<file path="config.mk">
export PLATFORM = sky130hd
export DESIGN_NAME = usb_loopback_fifo
export DESIGN_NICKNAME = d
export VERILOG_FILES = /design/src/rtl/usb_loopback_fifo.sv
export SDC_FILE = /design/constraint.sdc
export NUM_CORES = 1
export LEC_CHECK = 0
export CAP_MARGIN = 20
export CORE_ASPECT_RATIO = 1.75
export CORE_MARGIN = 2
export CORE_UTILIZATION = 60
export DETAILED_ROUTE_END_ITERATION = 10
export PLACE_DENSITY = 0.79
export REMOVE_ABC_BUFFERS = 1
export SLEW_MARGIN = 20
export SYNTH_ARGS = -nofsm -noshare
export SYNTH_HDL_FRONTEND = slang
export SYNTH_SLANG_ARGS = --single-unit
export TNS_END_PERCENT = 30
</file>
<file path="constraint.sdc">
create_clock -name clk_i -period 4.5 [get_ports clk_i]
set_input_delay 0.9 -clock clk_i [delete_from_list [all_inputs] [get_ports clk_i]]
set_output_delay 0.9 -clock clk_i [all_outputs]
set_load 0.02 [all_outputs]
</file>
<file path="src/rtl/usb_loopback_fifo.sv">
// usb_loopback_fifo: buffered loopback between the usb_cdc OUT and IN byte
// streams. Bytes are transformed on write (mode_i), stored in a FIFO, and
// released in bursts once the fill threshold is reached or the write side
// has been idle for TIMEOUT cycles.
// Optional build macro LOOPBACK_STATS_EN adds rx_bytes_o / tx_bytes_o
// handshake counters; without it those ports do not exist.
module usb_loopback_fifo #(
  parameter int DATA_W  = 8,
  parameter int DEPTH   = 16,
  parameter int THRESH  = 8,
  parameter int TIMEOUT = 1024
) (
  input  logic                     clk_i,
  input  logic                     rstn_i,
  input  logic [DATA_W-1:0]        out_data_i,
  input  logic                     out_valid_i,
  output logic                     out_ready_o,
  output logic [DATA_W-1:0]        in_data_o,
  output logic                     in_valid_o,
  input  logic                     in_ready_i,
  input  logic [1:0]               mode_i,
  output logic [$clog2(DEPTH):0]   level_o
`ifdef LOOPBACK_STATS_EN
  ,
  output logic [15:0]              rx_bytes_o,
  output logic [15:0]              tx_bytes_o
`endif
);

  localparam int AW = $clog2(DEPTH);
  localparam int PW = AW + 1;
  localparam int TW = $clog2(TIMEOUT + 1);
  localparam logic [PW-1:0] DEPTH_L  = PW'(DEPTH);
  localparam logic [PW-1:0] THRESH_L = PW'(THRESH);
  localparam logic [TW-1:0] TMO_L    = TW'(TIMEOUT);

  typedef enum logic {HOLD = 1'b0, BURST = 1'b1} state_e;

  logic [DATA_W-1:0] mem_q [DEPTH];
  logic [PW-1:0]     wr_ptr_q, rd_ptr_q, level_q;
  logic [TW-1:0]     timer_q;
  state_e            state_q;
  logic [DATA_W-1:0] wdata_d;
  logic              wr_en, rd_en;

  // Handshakes and status, all derived from registered state only
  assign out_ready_o = (level_q < DEPTH_L);
  assign in_valid_o  = (state_q == BURST) && (level_q != '0);
  assign in_data_o   = in_valid_o ? mem_q[rd_ptr_q[AW-1:0]] : '0;
  assign level_o     = level_q;
  assign wr_en       = out_valid_i && out_ready_o;
  assign rd_en       = in_valid_o && in_ready_i;

  // Per-byte transform selected by the mode sampled with the write
  always_comb begin
    wdata_d = out_data_i;
    case (mode_i)
      2'd1:    wdata_d = ~out_data_i;
      2'd2:    wdata_d = out_data_i + 1'b1;
      2'd3: begin
        if ((out_data_i >= DATA_W'(8'h41) && out_data_i <= DATA_W'(8'h5A)) ||
            (out_data_i >= DATA_W'(8'h61) && out_data_i <= DATA_W'(8'h7A)))
          wdata_d = out_data_i ^ DATA_W'(8'h20);
      end
      default: wdata_d = out_data_i;
    endcase
  end

  // Storage array; contents need no reset since pointers gate visibility
  always_ff @(posedge clk_i) begin
    if (wr_en) mem_q[wr_ptr_q[AW-1:0]] <= wdata_d;
  end

  // Pointers and occupancy; MSB of the pointers separates full from empty
  always_ff @(posedge clk_i) begin
    if (!rstn_i) begin
      wr_ptr_q <= '0;
      rd_ptr_q <= '0;
      level_q  <= '0;
    end else begin
      if (wr_en) wr_ptr_q <= wr_ptr_q + 1'b1;
      if (rd_en) rd_ptr_q <= rd_ptr_q + 1'b1;
      case ({wr_en, rd_en})
        2'b10:   level_q <= level_q + 1'b1;
        2'b01:   level_q <= level_q - 1'b1;
        default: level_q <= level_q;
      endcase
    end
  end

  // Idle timer: counts cycles since the last write while data is waiting
  always_ff @(posedge clk_i) begin
    if (!rstn_i) begin
      timer_q <= '0;
    end else if (wr_en || level_q == '0) begin
      timer_q <= '0;
    end else if (timer_q != TMO_L) begin
      timer_q <= timer_q + 1'b1;
    end
  end

  // Release gate: open on threshold or idle timeout, close once drained
  always_ff @(posedge clk_i) begin
    if (!rstn_i) begin
      state_q <= HOLD;
    end else begin
      case (state_q)
        HOLD: begin
          if (level_q >= THRESH_L || (timer_q == TMO_L && level_q != '0))
            state_q <= BURST;
        end
        BURST: begin
          if (level_q == '0) state_q <= HOLD;
        end
        default: state_q <= HOLD;
      endcase
    end
  end

`ifdef LOOPBACK_STATS_EN
  logic [15:0] rx_bytes_q, tx_bytes_q;

  // Wrapping handshake counters for link diagnostics
  always_ff @(posedge clk_i) begin
    if (!rstn_i) begin
      rx_bytes_q <= '0;
      tx_bytes_q <= '0;
    end else begin
      if (wr_en) rx_bytes_q <= rx_bytes_q + 1'b1;
      if (rd_en) tx_bytes_q <= tx_bytes_q + 1'b1;
    end
  end

  assign rx_bytes_o = rx_bytes_q;
  assign tx_bytes_o = tx_bytes_q;
`endif

endmodule

</file>
# Word-level counts from Yosys, hierarchy flattened
# Memories as Yosys holds them, arrays and structs flattened. A register that Yosys moved wholly into a read port is not among the register bits.
# Cells that the tools add are included.
# op_classes
muxes,11
n_lt_le_gt_ge,6
addsub,6
n_mul,0
div_mod_pow,0
n_reduce_logical,13
bitwise,4
shift,0
n_eq_ne,7
# ops
operator,n
one-hot mux 8 bit (3 select lines),1
">= comparator 8 x 7 -> 1 bit, second input constant",2
"<= comparator 8 x 7 -> 1 bit, second input constant",2
"adder 5 x 1 -> 5 bit, second input constant",3
"adder 11 x 1 -> 11 bit, second input constant",1
"equality test 11 bit, second input constant",1
"inequality test 11 bit, second input constant",1
one-hot mux 5 bit (2 select lines),1
"adder 8 x 1 -> 8 bit, second input constant",1
two-way mux 4 bit,2
two-way mux 8 bit,1
NOT 8 bit,1
"equality test 2 bit, second input constant",3
logical AND 1 bit,6
two-way mux 6 bit,1
">= comparator 5 x 4 -> 1 bit, second input constant",1
logical NOT 5 bit,1
"< comparator 5 bit, second input constant",1
nonzero test 5 bit,1
"subtractor 5 x 1 -> 5 bit, second input constant",1
"equality test 2 x 1 -> 1 bit, second input constant",2
two-way mux 1 bit,4
logical OR 1 bit,3
NOT 1 bit,3
other kinds (3),3
# totals
latch_bits,0
ramBits,128
memories,1
output_inout_bits,15
regBits,27
romBits,0
in_bits,14
# mem_list
memory,depth,width,rd,rd_clocked_by_memory_dff,write_ports,line,source
mem_q,16,8,1,1,1,39,logic [DATA_W-1:0] mem_q [DEPTH];

# Depth between registers and ports, before layout
# logic_depth
word_depth,5
mapped_depth,9
mapped_depth_nobuf,9

# Least setup slack after synthesis
# Ideal clock, no wire load.
# synth_path
path_kind,input to register
startpoint,input out_valid_i
endpoint,"register level_q[3], in the netlist level_o[3]"
slack_ps,1785
path_stages,9
arrival_ps,2593
path_cell_list,nor2b_1 > clkbuf_1 > inv_1 > ha_1 > ha_1 > a21o_1 > a21oi_1 > nor4b_1 > a311o_1
# synth_via
elab_chain_cells,3
# synth_lines
element,line,source
start: declaration,16,"input logic out_valid_i,"
logical AND 1 bit (*),51,assign wr_en = out_valid_i && out_ready_o;
equality test 2 x 1 -> 1 bit / equality test 2 bit (equally long branches),83,"case ({wr_en, rd_en})"
one-hot mux 5 bit (2 select lines) / nonzero test 2 bit (equally long branches),n/a,
end signal: assignment,84,2'b10: level_q <= level_q + 1'b1;
end signal: assignment,85,2'b01: level_q <= level_q - 1'b1;
end signal: assignment,86,default: level_q <= level_q;
end: declaration,40,"logic [PW-1:0] wr_ptr_q, rd_ptr_q, level_q;"
# Every way passes the cells marked *; elsewhere a longest branch is shown, timed or not.
# A chain may end at the register's enable or synchronous reset.

==> summary.txt <==
status: finished, final reports clean
clock tree buffer depth: 2
register area share after synthesis: 65.9%
number of routed nets with antenna violations: 0
Slew @ Worst Pin: 0.982 ns
number of cell rows: 51
antenna violations before repair: 0
Syn. warnings: 0
die area: 12100 µm²
EDFF count, synth: 128
CP max FO: 22
Non-Filler Instances: 603
Mapped Cells: 419
Final nets: 488
insertion delay to the later sink of the worst-skew pair: 0.42 ns
Clock power frac: 44.3%
Leak Pwr: 2.57 nW
Unique masters post-synth: 48
Detailed Routing Iterations Pass 1: 5
fin crit share: 86.6%
unrepaired setup endpoints after global routing: no
Final Instance Area: 7760 µm²
synthesized area per cell: 16.0 µm²
Final Slew Violations: 0
wire per inst: 21.9 µm
Placed Area: 7130 µm²
internal power: 2.53 mW
Yosys reg bits: 157
placed cells: 571
ys async rst share: 0%
Post-Syn Area: 6710 µm²
Sink Count: 157
WS Path Type: reg -> out
worst endpoint data arrival time: 3.00 ns
relative slew slack: 34.3%
Final Skew: 0.00802 ns
Max-cap violations: 0
Hold Crit Depth: 2
final hold violations: 0
final core occ: 70.3%
clock edge transition at the registers on the reported setup and hold paths: 0.06 ns
Net Switching: 662 µW
Fillers: 696
worst vdd ir: 0.348 mV
Pwr per Cell Area: 411 nW/µm²
crit end category: output pin
via count of the first global-routing pass: 3784
type of element launching the critical path: register
share of cells above drive strength 1: 17.8%
hold_buf cts: 0
drt via density: 6.16
Max Freq: 257 MHz
Via Count: 3713
Final TNS setup: 0 ns
Setup Buffers After CTS: 0
Horiz. Die Dim: 83.9 µm
hold slack: 0.499 ns
Hold Path Class: reg -> reg
DP HPWL: 8820 µm
core area: 11000 µm²
Synth-to-Final Area Change: 15.7%
io pins: 29
PortBufs: 28
Root Buffer: clkbuf_16
Antenna diodes: 0
switch share: 20.7%
Die H: 144 µm
DRC: 0
initial DRC count: 324
worst-case reg-to-reg path depth: 9
CTS tree: built
Logic pwr share: 4.9%
gr ovfl total: 0
CTS resizes: 0
setup violators final: 0
largest net degree at the start of global routing: 30
CTS H-tree lvls: 4
first-pass GRT wire length: 20600 µm
Num CTS Buffers: 17
crit path time final: 3.90 ns
ys flop type: edfxtp_1
worst path required time: 3.60 ns
Flop pwr share: 50.9%
initial core utilization: 60.8%
gpl congestion: 0.795
Routed WL: 13200 µm
GRT Util Overall: 23.5%
==> stage by stage <==
stage,setup WS [ns],power (mW)
after floorplan,1.12,1.74
after global placement,0.983,1.80
after detailed placement,0.966,1.80
after CTS,0.474,3.20
after global routing,0.412,3.27
final,0.603,3.19
==> worst max-delay path: stages, from the launching register on <==
cell and delay (ns):
dfxtp_2 0.82, mux4_1 0.64, mux4_2 0.46, nor2b_4 0.13
clkdlybuf4s50_1 0.52
==> cell usage in the layout (no fill, tap or decap), types with 7 or more instances in the layout <==
master,synthesis,final
a211oi_1,14,14
a21oi_1,10,10
buf_4,1,11
clkbuf_16,0,20
clkdlybuf4s50_1,0,28
dfxtp_1,29,28
edfxtp_1,128,128
ha_1,15,15
inv_1,11,11
mux2i_1,11,11
mux4_2,32,32
nand2_1,18,18
nand3_1,8,8
nor2_1,25,25
nor2b_1,12,12
nor3_1,7,7
xnor2_1,16,12
==> cell families after synthesis <==
group                      synth area share (%)
AOI/OAI and AO/OA                          5.18
xor gates and xnor gates                   2.74
adders and majority gates                  3.10
buffers and inverters                      2.28
DFF                                        65.9
muxes                                      12.8
and+or+nand+nor                            7.98
==> final timing paths <==
path	slack, ns	end	from
max reg2reg	1.69	level_o[3]	level_o[0]
min	0.50	register	rd_ptr_q[1]
min reg2reg	0.50	register	rd_ptr_q[1]
max	0.60	in_data_o[6]	register
==> power by group through the flow <==
stage | clock network, mW | registers, mW | logic (mW)
after floorplan | 0 | 1.65 | 0.0841
after global placement | 0 | 1.65 | 0.143
after detailed placement | 0 | 1.65 | 0.150
after CTS | 1.43 | 1.62 | 0.151
after global routing | 1.48 | 1.62 | 0.170
final | 1.41 | 1.62 | 0.155
==> cell usage after synthesis (all sizes together), types with 3 or more instances <==
library cell	n	area, µm²
a211oi	14	105
or3	4	25.0
nand4	3	18.8
clkbuf	10	38.8
nand2b	5	31.3
nor2	25	93.8
and2	6	37.5
inv	11	41.3
nor2b	13	88.8
a21oi	10	50.1
buf	9	72.6
xor2	5	43.8
nor3	7	35.0
xnor2	16	140
nand2	18	67.6
nand3	8	40.0
edfxtp	128	3840
dfxtp	29	581
ha	15	188
a21boi	4	30.0
o21ai	9	45.0
and3	3	18.8
mux2i	11	110
mux4	33	747
==> sequential cells by signal (all words and copies together) (netlist names), named ones only <==
register	cells
wr_ptr_q	4
rd_ptr_q	4
timer_q	11
state_q	1
level_o	5
mem_q	128
==> layer usage <==
layer / wire length (µm) / part of all wire, % / vias up / GRT usage, %
met3: 524 / 4.0 / 23 / 4.37
met5: 0 / 0 / - / 0
met4: 288 / 2.2 / 0 / 10.4
li1: - / - / 1706 / -
met1: 4860 / 37 / 1862 / 26.2
met2: 7540 / 57 / 122 / 43.4
==> final cells by class <==
class,instances,area [µm²],area share (%)
well taps,132,165,2.13
flip-flops and latches,157,4430,57.0
clock buffers,23,542,6.98
inverters,11,41.3,0.532
multi-input cells,232,2160,27.8
clock inverters,9,66.3,0.854
repair buffers,39,363,4.67
(Power assumes the default switching activity.)
